<file path="config.mk">
export PLATFORM = sky130hd
export DESIGN_NAME = life_engine
export DESIGN_NICKNAME = d
export VERILOG_FILES = /design/src/rtl/life_pkg.sv /design/src/rtl/life_neighbour_count.sv /design/src/rtl/life_engine.sv
export SDC_FILE = /design/constraint.sdc
export NUM_CORES = 1
export LEC_CHECK = 0
export ABC_AREA = 1
export BUFFER_PORTS_ARGS = -buffer_cell sky130_fd_sc_hd__buf_2
export CAP_MARGIN = 15
export CORE_MARGIN = 3
export CORE_UTILIZATION = 32
export CTS_CLUSTER_DIAMETER = 80
export DETAILED_ROUTE_END_ITERATION = 6
export PLACE_DENSITY = 0.52
export REMOVE_ABC_BUFFERS = 1
export SKIP_CTS_REPAIR_TIMING = 1
export SLEW_MARGIN = 15
export SYNTH_ARGS = -nofsm -noshare
export SYNTH_HDL_FRONTEND = slang
export SYNTH_HIERARCHICAL = 1
export SYNTH_SLANG_ARGS = --single-unit
export TNS_END_PERCENT = 30
</file>
<file path="constraint.sdc">
create_clock -name clk -period 7 [get_ports clk]
set_input_delay 1.05 -clock clk [delete_from_list [all_inputs] [get_ports clk]]
set_output_delay 1.05 -clock clk [all_outputs]
set_load 0.05 [all_outputs]
</file>
<file path="src/rtl/life_pkg.sv">
// Shared definitions for the Game of Life engine.
//   - FSM state encoding (IDLE / CALC / COMMIT)
//   - popcount(): elaboration-time population count of a seed board
//   - idx(): row/col to flat cell index (cell = row*W + col)
//   - GLIDER_SEED_8X8: default seed for the 8x8 top level
package life_pkg;

    // Largest board popcount() can inspect (BIT_W + BIT_H <= 12).
    localparam int MAX_CELLS = 4096;

    typedef logic [1:0] state_t;
    localparam state_t IDLE   = 2'd0;
    localparam state_t CALC   = 2'd1;
    localparam state_t COMMIT = 2'd2;

    // Glider at the top-left corner: cells (0,1) (1,2) (2,0) (2,1) (2,2).
    localparam logic [63:0] GLIDER_SEED_8X8 = 64'h0000_0000_0007_0402;

    function automatic int unsigned popcount(input logic [MAX_CELLS-1:0] v);
        int unsigned cnt;
        cnt = 0;
        for (int k = 0; k < MAX_CELLS; k++) begin
            cnt += 32'(v[k]);
        end
        return cnt;
    endfunction

    function automatic int unsigned idx(input int unsigned row,
                                        input int unsigned col,
                                        input int unsigned bit_w);
        return (row << bit_w) | col;
    endfunction

endpackage

</file>
<file path="src/rtl/life_neighbour_count.sv">
// Combinational count of the eight live neighbours of cell i.
//   cur    : committed board, bit k = cell k = row*W + col
//   i      : index of the cell being evaluated
//   wrap_q : 1 = toroidal edges, 0 = cells outside the board read as dead
//   n      : number of live neighbours, 0..8
module life_neighbour_count #(
    parameter int BIT_W = 3,
    parameter int BIT_H = 3
) (
    input  logic [(2**(BIT_W+BIT_H))-1:0] cur,
    input  logic [BIT_W+BIT_H-1:0]        i,
    input  logic                          wrap_q,
    output logic [3:0]                    n
);

    logic [BIT_H-1:0] row;
    logic [BIT_W-1:0] col;
    logic [BIT_H-1:0] r [3];
    logic [BIT_W-1:0] c [3];
    logic             r_ok [3];
    logic             c_ok [3];

    always_comb begin
        // NOTE: every output of this block is assigned before any conditional
        // use, so no path leaves a value held and no latch is inferred.
        n   = '0;
        row = i[BIT_W+BIT_H-1:BIT_W];
        col = i[BIT_W-1:0];

        // Natural bit-width overflow gives the modulo-W/H torus for free.
        r[0] = row - BIT_H'(1);
        r[1] = row;
        r[2] = row + BIT_H'(1);
        c[0] = col - BIT_W'(1);
        c[1] = col;
        c[2] = col + BIT_W'(1);

        // Without wrap, a step off the first/last row or column is dead.
        r_ok[0] = wrap_q | (row != '0);
        r_ok[1] = 1'b1;
        r_ok[2] = wrap_q | (row != '1);
        c_ok[0] = wrap_q | (col != '0);
        c_ok[1] = 1'b1;
        c_ok[2] = wrap_q | (col != '1);

        for (int dr = 0; dr < 3; dr++) begin
            for (int dc = 0; dc < 3; dc++) begin
                if (!(dr == 1 && dc == 1) && r_ok[dr] && c_ok[dc]) begin
                    n = n + 4'(cur[{r[dr], c[dc]}]);
                end
            end
        end
    end

endmodule

</file>
<file path="src/rtl/life_engine.sv">
// Game of Life engine: W x H board, one generation per trigger, one cell per
// clock into a shadow board, committed atomically in a single cycle.
//   clk, reset            : pixel clock, synchronous active-high reset
//   run, frame_tick       : with run high, each frame_tick starts a generation
//   step                  : pulse, starts a generation regardless of run
//   wrap_en               : toroidal edges, sampled when a generation starts
//   load_en/addr/data     : write one committed cell (idle only)
//   clear                 : zero the committed board (idle only, beats load)
//   rd_addr / rd_data     : combinational display read of the committed board
//   busy                  : generation in progress (CALC or COMMIT)
//   gen_count             : generations committed since reset
//   alive_count           : population of the committed board
//   stable                : last commit left the board unchanged
module life_engine
    import life_pkg::*;
#(
    parameter int BIT_W = 3,
    parameter int BIT_H = 3,
    parameter logic [(2**(BIT_W+BIT_H))-1:0] SEED =
        (2**(BIT_W+BIT_H))'(GLIDER_SEED_8X8),
    parameter int GEN_W = 16
) (
    input  logic                   clk,
    input  logic                   reset,
    input  logic                   run,
    input  logic                   step,
    input  logic                   frame_tick,
    input  logic                   wrap_en,
    input  logic                   load_en,
    input  logic [BIT_W+BIT_H-1:0] load_addr,
    input  logic                   load_data,
    input  logic                   clear,
    input  logic [BIT_W+BIT_H-1:0] rd_addr,
    output logic                   rd_data,
    output logic                   busy,
    output logic [GEN_W-1:0]       gen_count,
    output logic [BIT_W+BIT_H:0]   alive_count,
    output logic                   stable
);

    localparam int ADDR_W = BIT_W + BIT_H;
    localparam int SIZE   = 2**ADDR_W;
    localparam logic [ADDR_W:0] SEED_POP =
        (ADDR_W+1)'(popcount(MAX_CELLS'(SEED)));

    logic [SIZE-1:0]   cur;
    logic [SIZE-1:0]   nxt;
    state_t            state;
    logic [ADDR_W-1:0] i;
    logic              wrap_q;
    logic [ADDR_W:0]   pop;
    logic              diff;
    logic [3:0]        n;
    logic              next_cell;
    logic              trig;

    assign trig      = step | (run & frame_tick);
    assign next_cell = (n == 4'd3) | (cur[i] & (n == 4'd2));
    assign rd_data   = cur[rd_addr];
    assign busy      = (state != IDLE);

    life_neighbour_count #(
        .BIT_W (BIT_W),
        .BIT_H (BIT_H)
    ) u_count (
        .cur    (cur),
        .i      (i),
        .wrap_q (wrap_q),
        .n      (n)
    );

    // NOTE: sequential state uses non-blocking assignments so every register
    // samples the pre-edge values of the others, independent of block order.
    always_ff @(posedge clk) begin
        if (reset) begin
            // NOTE: both boards are plain flop vectors, so resetting them is
            // legal and cheap; a RAM-based board could not be reset this way.
            cur         <= SEED;
            nxt         <= '0;
            state       <= IDLE;
            i           <= '0;
            wrap_q      <= 1'b0;
            pop         <= '0;
            diff        <= 1'b0;
            gen_count   <= '0;
            alive_count <= SEED_POP;
            stable      <= 1'b0;
        end else begin
            case (state)
                IDLE: begin
                    if (trig) begin
                        state  <= CALC;
                        i      <= '0;
                        wrap_q <= wrap_en;
                        pop    <= '0;
                        diff   <= 1'b0;
                    end else if (clear) begin
                        cur         <= '0;
                        alive_count <= '0;
                    end else if (load_en) begin
                        cur[load_addr] <= load_data;
                        if (load_data && !cur[load_addr]) begin
                            alive_count <= alive_count + (ADDR_W+1)'(1);
                        end else if (!load_data && cur[load_addr]) begin
                            alive_count <= alive_count - (ADDR_W+1)'(1);
                        end
                    end
                end
                CALC: begin
                    nxt[i] <= next_cell;
                    pop    <= pop + (ADDR_W+1)'(next_cell);
                    diff   <= diff | (next_cell ^ cur[i]);
                    // The last cell index is all ones.
                    if (&i) begin
                        state <= COMMIT;
                    end else begin
                        i <= i + ADDR_W'(1);
                    end
                end
                COMMIT: begin
                    cur         <= nxt;
                    alive_count <= pop;
                    stable      <= ~diff;
                    gen_count   <= gen_count + GEN_W'(1);
                    state       <= IDLE;
                end
                default: state <= IDLE;
            endcase
        end
    end

endmodule

</file>
==> results of run 1 <==
[state kept, by name (all words and copies together), names as in the netlist]
name and flops:
pop 7, diff 1, wrap_q 1, i 6, cur 64, nxt 64
alive_count 7, state 2, gen_count 16, stable 1
[cells in the mapped netlist, types with 2 or more instances]
cell type	instances
o221ai_1	5
buf_2	25
buf_1	11
clkinv_1	3
nand2_2	9
nand3_1	180
nand2_1	506
o21ai_1	24
clkbuf_1	74
dfxtp_1	169
a21oi_1	155
o22a_1	4
or2_2	3
nand3_2	3
a32o_1	2
o211ai_1	15
inv_1	214
nand4_1	15
a221oi_1	6
nand3b_1	6
buf_4	8
ha_1	31
o21a_1	2
o21ai_0	288
nor2_1	350
o31ai_1	4
xor2_1	6
nor2_2	3
inv_2	9
o22ai_1	6
a31oi_1	61
a32oi_1	2
buf_6	6
nor3_1	17
[cell families (layout without fill, tap and decap cells)]
group / after synthesis / in the layout
muxes: 1 / 1
xor gates and xnor gates: 7 / 7
DFF: 169 / 169
AOI/OAI and AO/OA: 579 / 579
and+or+nand+nor: 1095 / 1095
adders and majority gates: 32 / 32
buffers and inverters: 350 / 360
[through the flow]
stage / cells / cell area (sq um) / setup slack, ns / hold WS (ns)
after floorplan: 2109 / 12350 / -4.969 / 0.4334
after global placement: 2714 / 13600 / 0.3961 / 0.4390
after detailed placement: 2714 / 13600 / 0.3577 / 0.4485
after CTS: 2746 / 14230 / 0.3410 / 0.4576
after global routing: 2761 / 14530 / -0.01538 / 0.4760
final: 2761 / 14530 / 0.5300 / 0.4579
[where the power goes]
group	leakage (nW)	total (mW)	internal [mW]	switching, mW
clock	0.302	1.04	0.596	0.445
sequential	1.37	1.04	0.992	0.0479
combinational	4.28	0.947	0.293	0.654
total	5.96	3.03	1.88	1.15
[critical path: cells and delay by family (launching register included)]
kind                     cells  cell delay (ns)
AO/OA/AOI/OAI                7             0.99
AND/OR/NAND/NOR             15             1.34
adder cells (fa/ha/maj)     11             2.79
buffers and inverters        6             0.61
multiplexers                 1             0.25
flip-flops                   1             0.37
[area by class of cell]
type / instances / share of cell area
Multi-Input combinational cell: 1714 / 0.5660
Timing Repair Buffer: 102 / 0.05424
Clock inverter: 11 / 0.01102
Sequential cell: 169 / 0.2331
Clock buffer: 21 / 0.03237
Inverter: 226 / 0.05863
Tap cell: 518 / 0.04459
[worst min-delay path by stage]
stage,to,slack (ns),cells after the start
after floorplan,stable,0.43,1
after global placement,gen_count[15],0.44,1
after detailed placement,gen_count[15],0.45,1
after CTS,gen_count[15],0.46,1
after global routing,gen_count[15],0.48,1
final,gen_count[15],0.46,1
[cells in the final DEF, fill, tap and decap left out, types with 5 or more instances in the layout]
cell type and instances:
nand2_1 504, nor2_1 347, o21ai_0 265, inv_1 208, nand3_1 179, dfxtp_1 167, a21oi_1 153, a31oi_1 61
buf_2 46, o21ai_1 45, buf_4 44, ha_1 27, clkbuf_16 21, nor3_1 16, nand4_1 15, o211ai_1 15
inv_2 13, nand2_2 11, a221oi_1 6, nand3b_1 6, xor2_1 6, o221ai_1 5, o22ai_1 5
[routing by layer]
layer,GRT usage,share of wire,vias up
met2,0.3699,0.45,530
met1,0.3327,0.46,6937
met4,0.07296,0.026,0
met3,0.03215,0.063,76
met5,0,0,-
li1,-,-,7375
==> metrics, run 1 <==
cell area after synthesis=0.01292 sq mm; Die Ht=around 210 microns; simple-gate share of the synthesized area=0.3481; Synth Area in Adders=0.03157; gpl congestion=0.9465; Worst Skew=0.01071 ns; min cycle time layout=6.470 ns; post-synth top area cell=dfxtp_1; fill count=4389; multi-input logic area=around 0.008 sq mm; final hold violation count=0; Yosys reg bits=169; post-DP HPWL=35.45 mm; max-cap viol count=0; CTS buffer count=17; DRC=1; FF+latch area=0.003388 sq mm; DR WL/cell=18.74 microns; main combinational cell family by area after synthesis=simple AND/OR/NAND/NOR gates; critical path data required time=7.33 ns; reg-to-reg endpoint=pop[4]; FF-to-FF Start=i[0]; worst slew pin tran=1.091 ns; remaining antenna violation count after routing=0; max_slew headroom=0.2698; post-synth top area share=0.2619; row count=72; Lkg Pwr=5.957 nW; Max Transition Viols Final=0; R2R Setup Slk=0.53 ns; CP Capture Type=flop; die area=0.04282 sq mm; CTS max path bufs=2; count of cell types in the netlist=45; status=complete, but fails checks; vias in the first global route=roughly 13k; Final period util=0.9243; Pwr Total=approximately 3.0 mW; pwr dens=208.3 mW/mm^2; failing checks=DRC; clock sinks=between 150 and 200; 1st-pass router iterations=7; # setup viols final=0; n_diodes=0; Final Util=0.3700; Starting DRT DRC Count=~1.5k; H-tree depth=4; first-pass GRT wire length=just under 80 mm; initial antenna violation count=0; post-synthesis mux area share=0.0008716; EDFF count, synth=0; crit path max fanout=8; chip width=around 210 microns; f_max=0.1546 GHz; CP endpoint=pop[4]; Data arrival, critical path=6.80 ns; Max stage delay on crit path=0.37 ns; Worst-Skew Late Latency=0.47 ns; xor/xnor share of the synthesized area=0.005326; register area share after synthesis=0.2619; Setup crit start=i[0]; syn_area_per_cell=slightly below 6 sq um; synth warn=6; TNS Setup=0 ns; Setup CP Type=reg2reg; share of cells above drive strength 1=0.08515; Hold Startpoint=gen_count[15]; worst r2r path cells=40; Via Count=14.92k; Syn Inst Count=2233; asr flop ratio synth=0; Most used DFF post-synth=dfxtp_1; Peak VDD IR=0.0002025 V; total track usage=0.2347; most frequent CP cell=ha_1; Initial Util=0.3289; NumNets Final=between 2k and 2.5k; Worst Setup Start Kind=flop; Max stage delay cell, worst path=dfxtp_4; Root Driver=clkbuf_16; ranking of synthesized cells by area=dfxtp_1 (26%), nand2_1 (15%), o21ai_0 (11%), nor2_1 (10%), nand3_1 (7.0%); I/O Buffers=46; HP Class=reg2reg; WL final=51.75 mm; CTS tree=yes; compound-cell area share of the yosys netlist=0.2424; core region area=0.03928 sq mm; post-DR vias/cell=5.403; largest net degree at the start of global routing=139; area growth from synthesis to layout=12.49%; clock-pin slew on the worst setup and hold paths=0.07 ns; Top-Level Pins=47; total grt overflow=0
No activity file was read; power rests on OpenSTA's default activity.
==> run 2: changes to the inputs <==
- CORE_MARGIN: 3 -> 2
==> metrics, run 2 (synthesis results as in run 1) <==
status=finished, final reports clean; clock power share=0.339 (-0.005); DRC=0 (-1); RSZ-0062 raised after global routing=no; chip width=204.9 microns (-0.97%); total grt overflow=0 (unchanged); max_slew headroom=0.1926 (-0.07726); Initial Util=0.3244 (-0.004506); Starting DRT DRC Count=1429 (-5.6%); biggest regs=cur (64), nxt (64), gen_count (16); CTS max path bufs=2 (unchanged); worst r2r path cells=49 (+23%); critical path data required time=7.35 ns (+0.02 ns); Peak VDD IR=0.0001832 V (-9.5%); Setup CP Type=reg2reg; Top Family by Delay on Critical Path=adder cells; worst slew pin tran=1.207 ns (+0.1155 ns); Via Count=14.78k (-0.93%); CP Capture Type=flop; largest net degree at the start of global routing=191 (+37%); area growth from synthesis to layout=11.65%; NumNets Final=2272 (-0.48%); vias in the first global route=13.27k (-0.41%); crit path max fanout=8 (unchanged); min cycle time layout=6.474 ns (+0.003863 ns); Levels on crit path=49 (+23%); n_diodes=0 (unchanged); most common cell after layout, fill and taps aside=nand2_1; Worst Skew=0.01080 ns (+0.00008490 ns); Lkg Pwr=5.899 nW (-0.97%); Pint=1.863 mW (-0.96%); CTS tree=yes; Placed Cells incl. Taps=2716 (+0.074%); Top-Level Pins=47 (unchanged); # setup viols final=0 (unchanged); f_max=0.1545 GHz (about the same); WL final=51.27 mm (-0.94%); hold path cells=1 (unchanged); first-pass GRT wire length=78.47 mm (+0.95%); pwr dens=207.4 mW/mm^2 (-0.46%); final setup margin=0.5262 ns (-0.003863 ns); gpl congestion=0.9451 (-0.15%); post-DR vias/cell=5.363 (-0.75%); Post-DP Area=0.01358 sq mm (-0.12%); Max stage delay cell, worst path=dfxtp_4; Pwr Total=2.991 mW (-1.2%); Data arrival, critical path=6.83 ns (+0.03 ns); combinational power share=0.313 (about the same); core region area=0.03982 sq mm (+1.4%); Final period util=0.9248 (about the same); final non-filler cell total=2756 (-0.18%); share of cells above drive strength 1=0.07978 (-0.005369); total track usage=0.2431 (+0.008387); clock-pin slew on the worst setup and hold paths=0.07 ns (about the same); H-tree depth=4 (unchanged); remaining antenna violation count after routing=0 (unchanged); final hold violation count=0 (unchanged); Worst Setup Start Kind=flop; 1st-pass router iterations=6 (-1); Max stage delay on crit path=0.40 ns (+0.03 ns); initial antenna violation count=1 (+1); clock sinks=169 (unchanged); post-DP HPWL=35.22 mm (-0.65%); HP Class=reg2reg; I/O Buffers=46 (unchanged); Root Driver=clkbuf_16; CTS buffer count=17 (unchanged); row count=73 (+1.4%); DP Worst Slack=0.2544 ns (-0.1033 ns); max-cap viol count=0 (unchanged); Die Ht=204.9 microns (-0.97%); DR WL/cell=18.60 microns (-0.76%); sw power=1.128 mW (-1.6%); cell area after layout=0.01443 sq mm (-0.75%); Worst-Skew Late Latency=0.47 ns (about the same); Buf/Inv on CP=8 (+2); die area=0.04200 sq mm (-1.9%); most frequent cells in the layout=nand2_1 (505), nor2_1 (347), o21ai_0 (288), inv_1 (208), nand3_1 (179); Max Transition Viols Final=0 (unchanged); Sw Share=0.3772 (-0.001505); Final Util=0.3622 (-0.007803); Flop pwr share=0.348 (+0.004)
run 2: cell types whose count changed in the layout (fill, tap and decap cells not counted), moves of 2 or more:
cell        change
o21ai_1        -24
clkinv_2        +3
clkinvlp_4      +2
inv_6           +2
buf_6           -4
clkbuf_8        -3
buf_4           -6
inv_2           -2
clkinv_4        -3
o21ai_0        +23
run 2: worst paths after layout:
path         slack (ns)          start            end
min reg2reg        0.45  gen_count[15]  gen_count[15]
max reg2reg        0.53           i[0]         pop[6]
max                0.53           i[0]         pop[6]
min                0.45  gen_count[15]  gen_count[15]
run 2: layout make-up:
| cell class | instances | area [sq um] |
|---|---|---|
| multi-input combinational | 1714 | 8225 |
| sequential | 169 | 3388 |
| timing repair buffer | 91 | 678.2 |
| clock buffer | 18 | 450.4 |
| clock inverter | 13 | 165.2 |
| inverter | 226 | 860.8 |
| fill | 4422 | 25400 |
| tap | 525 | 656.9 |
run 2: power groups by stage:
stage	logic, mW	registers [mW]	clock network [mW]
after global placement	0.873	1.06	0
after detailed placement	0.880	1.06	0
after CTS	0.884	1.04	1.03
final	0.937	1.04	1.01
after global routing	1.04	1.04	1.07
after floorplan	0.553	1.07	0
run 2: through the flow:
stage	setup TNS [ns]	hold slack (ns)
after detailed placement	0	0.4474
final	0	0.4503
after global routing	0	0.4731
after floorplan	-299.36	0.4334
after global placement	0	0.4434
after CTS	0	0.4556
run 2: per-layer routing:
layer	wire (microns)	global-route usage	vias up	part of all wire
li1	-	-	7351	-
met4	777	0.05961	2	0.015
met5	12	0	-	0.00023
met3	3365	0.04057	50	0.066
met1	23610	0.3335	6828	0.46
met2	23500	0.3955	549	0.46
